### config.mk
export PLATFORM = sky130hd
export DESIGN_NAME = spilling_tx_arb
export DESIGN_NICKNAME = d
export VERILOG_FILES = /design/src/rtl/spilling_pkg.sv /design/src/rtl/spilling_rr_pick.sv /design/src/rtl/spilling_tx_arb.sv
export SDC_FILE = /design/constraint.sdc
export NUM_CORES = 1
export LEC_CHECK = 0
export BUFFER_PORTS_ARGS = -buffer_cell sky130_fd_sc_hd__buf_2
export CAP_MARGIN = 20
export CORE_UTILIZATION = 30
export CTS_CLUSTER_SIZE = 25
export DETAILED_ROUTE_END_ITERATION = 7
export GPL_TIMING_DRIVEN = 0
export PLACE_DENSITY_LB_ADDON = 0.12
export SLEW_MARGIN = 20
export SYNTH_ARGS = -nofsm -noshare
export SYNTH_HDL_FRONTEND = slang
export SYNTH_SLANG_ARGS = --single-unit
### constraint.sdc
create_clock -name clock -period 4.62 [get_ports clock]
set_clock_uncertainty 0.05 [all_clocks]
set_input_delay 0.693 -clock clock [delete_from_list [all_inputs] [get_ports clock]]
set_output_delay 0.693 -clock clock [all_outputs]
set_load 0.01 [all_outputs]
### src/rtl/spilling_pkg.sv
`default_nettype none
// ============================================================================
// Module      : spilling_pkg
// Description : State codes, parameter defaults and display codes for the
//               Spilling transmit arbiter.
// Revision    : 1.0
// ============================================================================
package spilling_pkg;

    localparam int c_NREQ_DEF   = 3;
    localparam int c_NBYTES_DEF = 4;
    localparam int c_TO_W_DEF   = 16;

    localparam logic [2:0] c_ST_IDLE  = 3'd0;
    localparam logic [2:0] c_ST_LOAD  = 3'd1;
    localparam logic [2:0] c_ST_SEND  = 3'd2;
    localparam logic [2:0] c_ST_WAIT  = 3'd3;
    localparam logic [2:0] c_ST_NEXT  = 3'd4;
    localparam logic [2:0] c_ST_DONE  = 3'd5;
    localparam logic [2:0] c_ST_ABORT = 3'd6;

    localparam logic [3:0] c_DB_ERR = 4'b1111;

endpackage
`default_nettype wire

### src/rtl/spilling_rr_pick.sv
`default_nettype none
// ============================================================================
// Module      : spilling_rr_pick
// Description : Combinational round-robin picker; scans last+1, last+2, ...
// Revision    : 1.0
// ============================================================================
module spilling_rr_pick #(
    parameter int NREQ = 3,
    parameter int GW   = (NREQ > 1) ? $clog2(NREQ) : 1
) (
    input  logic [NREQ-1:0] req,
    input  logic [GW-1:0]   last,
    output logic            valid,
    output logic [GW-1:0]   winner
);

    logic [GW-1:0] w_pos;

    // Scan from farthest to nearest so the nearest set request is assigned last.
    always_comb begin
        valid  = 1'b0;
        winner = '0;
        w_pos  = '0;
        for (int k = NREQ; k >= 1; k--) begin
            w_pos = GW'((int'(last) + k) % NREQ);
            if (req[w_pos]) begin
                valid  = 1'b1;
                winner = w_pos;
            end
        end
    end

endmodule
`default_nettype wire

### src/rtl/spilling_tx_arb.sv
`default_nettype none
// ============================================================================
// Module      : spilling_tx_arb
// Description : Round-robin arbiter sequencing fixed-length frames into the
//               shared serial transmitter, with a stall watchdog.
// Revision    : 1.0
// ============================================================================
module spilling_tx_arb
    import spilling_pkg::*;
#(
    parameter int NREQ   = c_NREQ_DEF,
    parameter int NBYTES = c_NBYTES_DEF,
    parameter int TO_W   = c_TO_W_DEF
) (
    input  logic                     clock,
    input  logic                     reset_n,
    input  logic [NREQ-1:0]          req,
    input  logic [NREQ*NBYTES*8-1:0] frame,
    input  logic                     pronto_serial,
    output logic                     partida_tx,
    output logic [7:0]               tx_dado,
    output logic [NREQ-1:0]          ack,
    output logic [NREQ-1:0]          abort,
    output logic                     busy,
    output logic [3:0]               db_estado
);

    localparam int c_GW = (NREQ > 1) ? $clog2(NREQ) : 1;
    localparam int c_IW = (NBYTES > 1) ? $clog2(NBYTES) : 1;
    localparam int c_FW = NBYTES * 8;

    localparam logic [c_IW-1:0] c_IDX_LAST = c_IW'(NBYTES - 1);
    localparam logic [TO_W-1:0] c_CNT_LAST = {{(TO_W-1){1'b1}}, 1'b0};

    logic [2:0]      r_state;
    logic [2:0]      w_state_nxt;
    logic [c_GW-1:0] r_last;
    logic [c_IW-1:0] r_idx;
    logic [c_IW-1:0] w_idx_inc;
    logic [TO_W-1:0] r_cnt;
    logic [c_FW-1:0] r_frame;
    logic [c_FW-1:0] w_frame_sel;
    logic [7:0]      r_tx_dado;
    logic            w_valid;
    logic [c_GW-1:0] w_winner;
    logic [NREQ-1:0] w_grant_oh;

    spilling_rr_pick #(
        .NREQ (NREQ),
        .GW   (c_GW)
    ) u_pick (
        .req    (req),
        .last   (r_last),
        .valid  (w_valid),
        .winner (w_winner)
    );

    // The winner is captured into r_last on leaving IDLE, so LOAD no longer
    // depends on req and uses r_last as the grant.
    assign w_frame_sel = frame[r_last*c_FW +: c_FW];
    assign w_idx_inc   = r_idx + 1'b1;
    assign w_grant_oh  = NREQ'(1) << r_last;

    always_ff @(posedge clock or negedge reset_n) begin
        if (!reset_n) begin
            r_state <= c_ST_IDLE;
        end else begin
            r_state <= w_state_nxt;
        end
    end

    always_comb begin
        w_state_nxt = r_state;
        case (r_state)
            c_ST_IDLE:  if (w_valid) w_state_nxt = c_ST_LOAD;
            c_ST_LOAD:  w_state_nxt = c_ST_SEND;
            c_ST_SEND:  w_state_nxt = c_ST_WAIT;
            c_ST_WAIT: begin
                if (pronto_serial) begin
                    w_state_nxt = (r_idx == c_IDX_LAST) ? c_ST_DONE : c_ST_NEXT;
                end else if (r_cnt == c_CNT_LAST) begin
                    w_state_nxt = c_ST_ABORT;
                end
            end
            c_ST_NEXT:  w_state_nxt = c_ST_SEND;
            c_ST_DONE:  w_state_nxt = c_ST_IDLE;
            c_ST_ABORT: w_state_nxt = c_ST_IDLE;
            default:    w_state_nxt = c_ST_IDLE;
        endcase
    end

    always_comb begin
        partida_tx = (r_state == c_ST_SEND);
        busy       = (r_state != c_ST_IDLE);
        ack        = (r_state == c_ST_DONE)  ? w_grant_oh : '0;
        abort      = (r_state == c_ST_ABORT) ? w_grant_oh : '0;
        tx_dado    = r_tx_dado;
        db_estado  = (r_state <= c_ST_ABORT) ? {1'b0, r_state} : c_DB_ERR;
    end

    // tx_dado is loaded one cycle ahead of SEND so it is valid with partida_tx.
    always_ff @(posedge clock or negedge reset_n) begin
        if (!reset_n) begin
            r_last    <= c_GW'(NREQ - 1);
            r_idx     <= '0;
            r_cnt     <= '0;
            r_frame   <= '0;
            r_tx_dado <= '0;
        end else begin
            case (r_state)
                c_ST_IDLE: begin
                    r_tx_dado <= '0;
                    if (w_valid) r_last <= w_winner;
                end
                c_ST_LOAD: begin
                    r_frame   <= w_frame_sel;
                    r_idx     <= '0;
                    r_tx_dado <= w_frame_sel[7:0];
                end
                c_ST_SEND: r_cnt <= '0;
                c_ST_WAIT: r_cnt <= r_cnt + 1'b1;
                c_ST_NEXT: begin
                    r_idx     <= w_idx_inc;
                    r_tx_dado <= r_frame[w_idx_inc*8 +: 8];
                end
                default:   r_tx_dado <= '0;
            endcase
        end
    end

endmodule
`default_nettype wire
==> results of run 1 <==
## through the flow
stage	instances	power (mW)	setup WS, ps
CTS	760	3.21	1690
finish	760	3.17	1720
global placement	743	2.42	1730
floorplan	450	1.97	1990
detailed placement	744	2.45	1710
global route	760	3.45	1540
## registers in the layout, indices dropped and copies added, names as in the netlist
signal,flops
r_cnt,16
r_idx,2
r_state,3
r_frame,32
tx_dado,8
r_last,2
## worst register-to-register path: stages (launching register included)
cell	delay, ps
dfstp_2	540
buf_4	200
buf_4	230
buf_4	240
inv_1	110
ha_1	290
buf_2	180
nor2b_1	140
o21ai_0	170
o211ai_1	130
o21bai_1	200
mux2_2	360
## synthesized netlist by cell type, types with 5 or more instances
cell	n	area (um2)
clkbuf_1	15	56.3
mux2i_1	37	370
a22o_1	7	61.3
o31a_1	9	78.8
buf_2	9	45.0
nor2_1	82	308
buf_4	5	37.5
ha_1	8	100
mux4_2	8	180
nor3_1	5	25.0
dfrtp_1	62	1550
a21oi_1	71	355
o21ai_0	29	145
o31ai_1	5	37.5
nand2_1	46	173
inv_1	7	26.3
## worst paths after layout
| path | from | end |
|---|---|---|
| setup reg to reg | r_last[1] | r_last[1] |
| min in group clock | tx_dado[7] | tx_dado[7] |
| hold reg to reg | tx_dado[7] | tx_dado[7] |
| hold / removal | reset_n | r_cnt[5] |
| max in group asynchronous | reset_n | r_last[1] |
| setup / recovery | r_last[1] | r_last[1] |
## final cells by class
class | count | area (um2) | share of cell area [%]
buffer | 33 | 163 | 3.21
clock buffer | 10 | 239 | 4.72
clock inverter | 6 | 92.6 | 1.83
inverter | 7 | 26.3 | 0.519
multi-input combinational | 347 | 2120 | 41.8
sequential | 63 | 1580 | 31.1
tap | 172 | 215 | 4.25
timing repair buffer | 122 | 636 | 12.5
## metal layers
metal	global-route usage (%)	vias up
li1	-	1859
met1	22.6	1745
met2	32.3	98
met3	4.13	14
met4	5.38	0
met5	0	-
## report_power, final
group	leakage [nW]	switching, mW	internal, mW	total (mW)
registers	0.762	0.145	0.759	0.904
logic	1.35	0.899	0.624	1.52
clock network	0.155	0.255	0.489	0.744
## cells by family after synthesis
group	after synthesis	share of synthesized area [%]
and+or+nand+nor	159	17.5
AOI/OAI and AO/OA	133	19.7
DFF	63	40.6
muxes	47	14.8
buffers and inverters	40	4.86
adders and majority gates	8	2.58
==> out/summary.txt, run 1 <==
WL met2: 5710 um
R2R cell count: 11
CTS tree: yes
Crit path largest cell delay: 540 ps
antenna violations before repair: 0
met3 routed WL: 545 um
hold crit path type: in -> async
final hold vios: 0
number of global-route vias before repair: 3694
crit path DAT: 3110 ps
Final period util: 62.8%
commonest non-fill, non-tap cells in the layout: buf_2, nor2_1, a21oi_1
outcome: finished clean
Num CTS Buffers: 9
CP endpoint kind: flip-flop
Peak Freq: 345 MHz
Core Area: 0.0126 mm2
placed cell area: 0.00473 mm2
Setup CP Type: reg -> reg
Clock Latency Late Sink: 330 ps
#FFs+latches synth: 63
cell family with most CP delay: buffers and inverters
highest ir drop seen on vdd: 0.310 mV
P per Cell Area: 626 mW/mm2
Initial DRC Count: 155
TritonRoute pass-1 iters: 4
fin nets: 693
hold slack: 148 ps
Post-Syn Area: 0.00388 mm2
critical path data required time: 4830 ps
Worst Setup Start Kind: flip-flop
total track usage: 18.4%
I/O Buffers: 121
clock-pin slew on the worst setup and hold paths: 60 ps
first-pass GRT wire length: 18700 um
Post-synth ARST share: 100%
WP buf/inv: 5
met1 WL: 4820 um
RePlAce Congestion: 0.850
fin. max-slew vios: 0
routed wire length: 11300 um
CP Depth: 11
die width: 116 um
Crit-path slowest cell: dfstp_2
CP dominant cell by count: buf_4
Max Fanout on Critical Path: 10
drc violations: 0
H-tree Lvls: 3
Clock Root Buffer: clkbuf_16
Max Cap Violations: 0
CTS hold repair buffers: 0
DP HPWL: 8750 um
largest net degree at the start of global routing: 56
Post-synth top flop: dfrtp_1
fillers: 1327
# setup viols final: 0
Post-synth EDFFs: 0
Yosys warnings: 0
commonest non-fill, non-tap cell in the layout: buf_2
Syn Inst Count: 450
Post-CTS Setup Bufs: 0
drt via density: 4.89
Mean Syn Cell Area: 8.63 um2
grt total ovfl: 0
layout cell share with drive strength beyond 1: 29.1%
max_slew headroom: 63.0%
register-to-register setup slack: 1720 ps
Core Rows: 41
buffer depth of the longest clock path: 2
DIE AREA: 0.0134 mm2
clk sink count: 63
cts repair resizes: 0
Die H: 116 um
Initial Util: 30.8%
sequential fraction of the synthesis area: 40.6%
num ports: 122
post-layout util: 40.1%
Leak Pwr: 2.27 nW
Cell variety after synth: 41
Worst Tran Pin Value: 556 ps
uppermost layer routed: met4
detailed-route wire length per cell: 14.8 um
RSZ-0062 raised after global routing: false
Final Instance Area: 0.00507 mm2
Diodes inserted: 0
syn nets: 560
Vias: 3716
worst path cell trace: buf_4, buf_4, buf_4, inv_1, ha_1, buf_2, nor2b_1, o21ai_0, o211ai_1, o21bai_1, mux2_2
Detail Route Antenna Nets: 0
final total negative setup slack: 0 ps
Synth-to-Final Area Change: 30.4%
minimum clock period after layout: 2900 ps
(Power assumes the default switching activity.)
==> inputs of run 2 (changes only) <==
--- a/config.mk
+++ b/config.mk
@@ -5,6 +5,7 @@
 export SDC_FILE = /design/constraint.sdc
 export NUM_CORES = 1
 export LEC_CHECK = 0
+export ABC_AREA = 1
 export BUFFER_PORTS_ARGS = -buffer_cell sky130_fd_sc_hd__buf_2
 export CAP_MARGIN = 20
 export CORE_UTILIZATION = 30
==> constraint.sdc (replaced) <==
create_clock -name clock -period 2.61 [get_ports clock]
set_clock_uncertainty 0.05 [all_clocks]
set_input_delay 0.3915 -clock clock [delete_from_list [all_inputs] [get_ports clock]]
set_output_delay 0.3915 -clock clock [all_outputs]
set_load 0.01 [all_outputs]
==> run 2 against run 1 <==
  * Hold slack improved by 150 ps
  * Sequential share of layout area is 0.061 points lower
  * Sequential power rose by 71%
  * Register-to-register slack got worse by 1400 ps
  * Largest power group unchanged
  * Synthesized cell count up 22%
  * Critical endpoint is now ack[1]
  * Via count increased by 9.7%
  * Non-clock buffer count is the same
  * Final cell count rose by 13%
  * Setup slack lost 1500 ps
  * Total power is 75% higher
  * Critical path type is now reg -> out
==> out/summary.txt, run 2 <==
Post-synth ARST share: 100%
max reg flops: 32
max_slew headroom: 69.6%
RSZ-0062 raised after global routing: false
Diodes inserted: 0
Clock Root Buffer: clkbuf_16
Post-Syn Area: 0.00393 mm2
final hold vios: 0
detailed-route wire length per cell: 14.2 um
Clk pwr share: 19.9%
total track usage: 19.3%
count leader, synth: nand2_1
clk sink count: 63
Synth-to-Final Area Change: 29.1%
die width: 116 um
buffer depth of the longest clock path: 2
Yosys top cell area share: 39.5%
routed wire length: 12200 um
RePlAce Congestion: 0.820
Initial Util: 30.9%
Core Rows: 41
Crit path largest cell delay: 540 ps
Mean Syn Cell Area: 7.19 um2
Int Pwr: 3.07 mW
H-tree Lvls: 3
DP HPWL: 9490 um
top cells by area in the synthesized netlist: dfrtp_1, nand2_1, o21ai_0, nor2_1, a21oi_1
P per Cell Area: 1090 mW/mm2
number of global-route vias before repair: 4070
Detail Route Antenna Nets: 0
Leak Pwr: 2.58 nW
worst path cell trace: buf_2, clkinvlp_4, buf_4, ha_1, inv_1, nor2_1, buf_2
Synth area leader: dfrtp_1
Post-synth EDFFs: 0
Placed Cells incl. Taps: 841
cell family with most CP delay: buffers and inverters
critical path data required time: 2170 ps
Worst Tran Pin Value: 456 ps
Yosys warnings: 0
Seq pwr share: 27.8%
NetSw: 2.48 mW
outcome: finished clean
Syn Inst Count: 547
Setup CP Type: reg -> out
highest ir drop seen on vdd: 0.410 mV
Post-synth top flop: dfrtp_1
final total negative setup slack: 0 ps
sequential fraction of the synthesis area: 40.1%
largest net degree at the start of global routing: 41
syn nets: 657
hold slack: 303 ps
antenna violations before repair: 0
Biggest register: r_frame
Num CTS Buffers: 9
commonest non-fill, non-tap cells in the layout: buf_2, nand2_1, nor2_1
I/O Buffers: 121
Post-Place Setup Slack: 155 ps
Vias: 4076
crit path DAT: 1960 ps
Final period util: 92.0%
layout cell share with drive strength beyond 1: 26.1%
first-pass GRT wire length: 19900 um
drc violations: 0
fin nets: 792
Sw Ratio: 44.6%
#FFs+latches synth: 63
Die H: 116 um
clock-pin slew on the worst setup and hold paths: 50 ps
drt via density: 4.75
Max Fanout on Critical Path: 9
most frequent cells after synthesis: nand2_1, nor2_1, o21ai_0
commonest non-fill, non-tap cell in the layout: buf_2
CP endpoint kind: output pin
minimum clock period after layout: 2400 ps
Clock Latency Late Sink: 330 ps
CP dominant cell by count: buf_2
hold crit path type: in -> reg
Cell variety after synth: 35
DIE AREA: 0.0136 mm2
Peak Freq: 416 MHz
Crit-path slowest cell: dfstp_2
Logic pwr share: 52.2%
WP buf/inv: 5
Final WS setup: 208 ps
Max Cap Violations: 0
grt total ovfl: 0
Worst Setup Start Kind: flip-flop
CTS tree: yes
# setup viols final: 0
Initial DRC Count: 197
num ports: 122
Non-Filler Instances: 859
TritonRoute pass-1 iters: 4
fin. max-slew vios: 0
Core Area: 0.0127 mm2
==> run 2: changes by cell type after synthesis, sizes merged, moves of 5 or more <==
cell     change
a22oi       +17
nand3       +35
nand2       +63
a22o         -7
mux2i       -37
nand4        +5
o31a         -9
mux4         -8
clkbuf       -5
a21oi       -25
o21ai       +44
a2bb2oi      +8
inv         +44
==> run 2: routing by layer <==
layer | track usage, % | up-vias | share of wire (%)
met5 | 0 | - | 0
met1 | 24.6 | 1881 | 46
li1 | - | 2087 | -
met4 | 5.64 | 0 | 0.81
met3 | 3.63 | 9 | 5.2
met2 | 33.1 | 99 | 48
==> run 2: final cells by class <==
class / count / area, um2
Buffer: 30 / 149
Clock buffer: 12 / 256
Clock inverter: 4 / 20.0
Fill cell: 1426 / 7650
Inverter: 52 / 204
Multi-Input combinational cell: 401 / 2000
Sequential cell: 63 / 1580
Tap cell: 172 / 215
Timing Repair Buffer: 125 / 653
==> run 2: cells by family (layout without fill, tap and decap cells) <==
group,Yosys count,count (layout),share of synthesized area [%]
XOR/XNOR,2,2,0.446
adder cells (fa/ha/maj),8,8,2.55
AO/OA/AOI/OAI,149,149,21.5
flip-flops,63,63,40.1
buffers and inverters,83,223,8.97
AND/OR/NAND/NOR,242,242,26.4
==> run 2: power groups by stage <==
stage                     combinational (mW)  sequential (mW)  clock (mW)
after floorplan                         2.03             1.52           0
after global placement                  2.86             1.55           0
after detailed placement                2.91             1.55           0
after CTS                               2.92             1.54        1.13
after global routing                    3.29             1.59        1.17
final                                   2.90             1.55        1.11
==> run 2: worst register-to-register path, stage by stage (launching register included) <==
cell and delay [ps]:
dfstp_2 540, buf_2 260, clkinvlp_4 150, ha_1 280, buf_2 170, inv_1 70
nand2_1 50, nand3_1 80, nand2_1 140, nand3_1 90, nand2_1 110, inv_1 60
nand2_1 60, nand2_1 50
==> run 2: per-stage QoR <==
step           total power [mW]  area (um2)  utilization, %
3_5_place_dp               4.46        4770            37.5
5_1_grt                    6.05        5080            39.9
6_report                   5.55        5080            39.9
2_1_floorplan              3.56        3930               -
3_3_place_gp               4.41        4750            37.4
4_1_cts                    5.59        5060            39.8
==> run 2: what timing repair did <==
| action | in CTS | in global routing |
|---|---|---|
| hold endpoints to repair | 22 | 0 |
| setup endpoints to repair | 0 | 4 |
| resized for setup | 0 | 1 |
| hold buffers | 1 | 0 |
| buffers inserted | 0 | 2 |
==> run 2: path summary, 6_finish.rpt <==
check / slack [ps] / end / depth (start not counted) / from
max: 210 / ack[1] / 7 / r_last[1]
min: 300 / r_frame[17] / 3 / frame[81]
max reg2reg: 350 / r_last[0] / 13 / r_last[1]
min reg2reg: 430 / r_frame[1] / 2 / r_frame[1]
max in group asynchronous: 1520 / r_cnt[0] / 3 / reset_n
min in group asynchronous: 460 / r_last[0] / 2 / reset_n
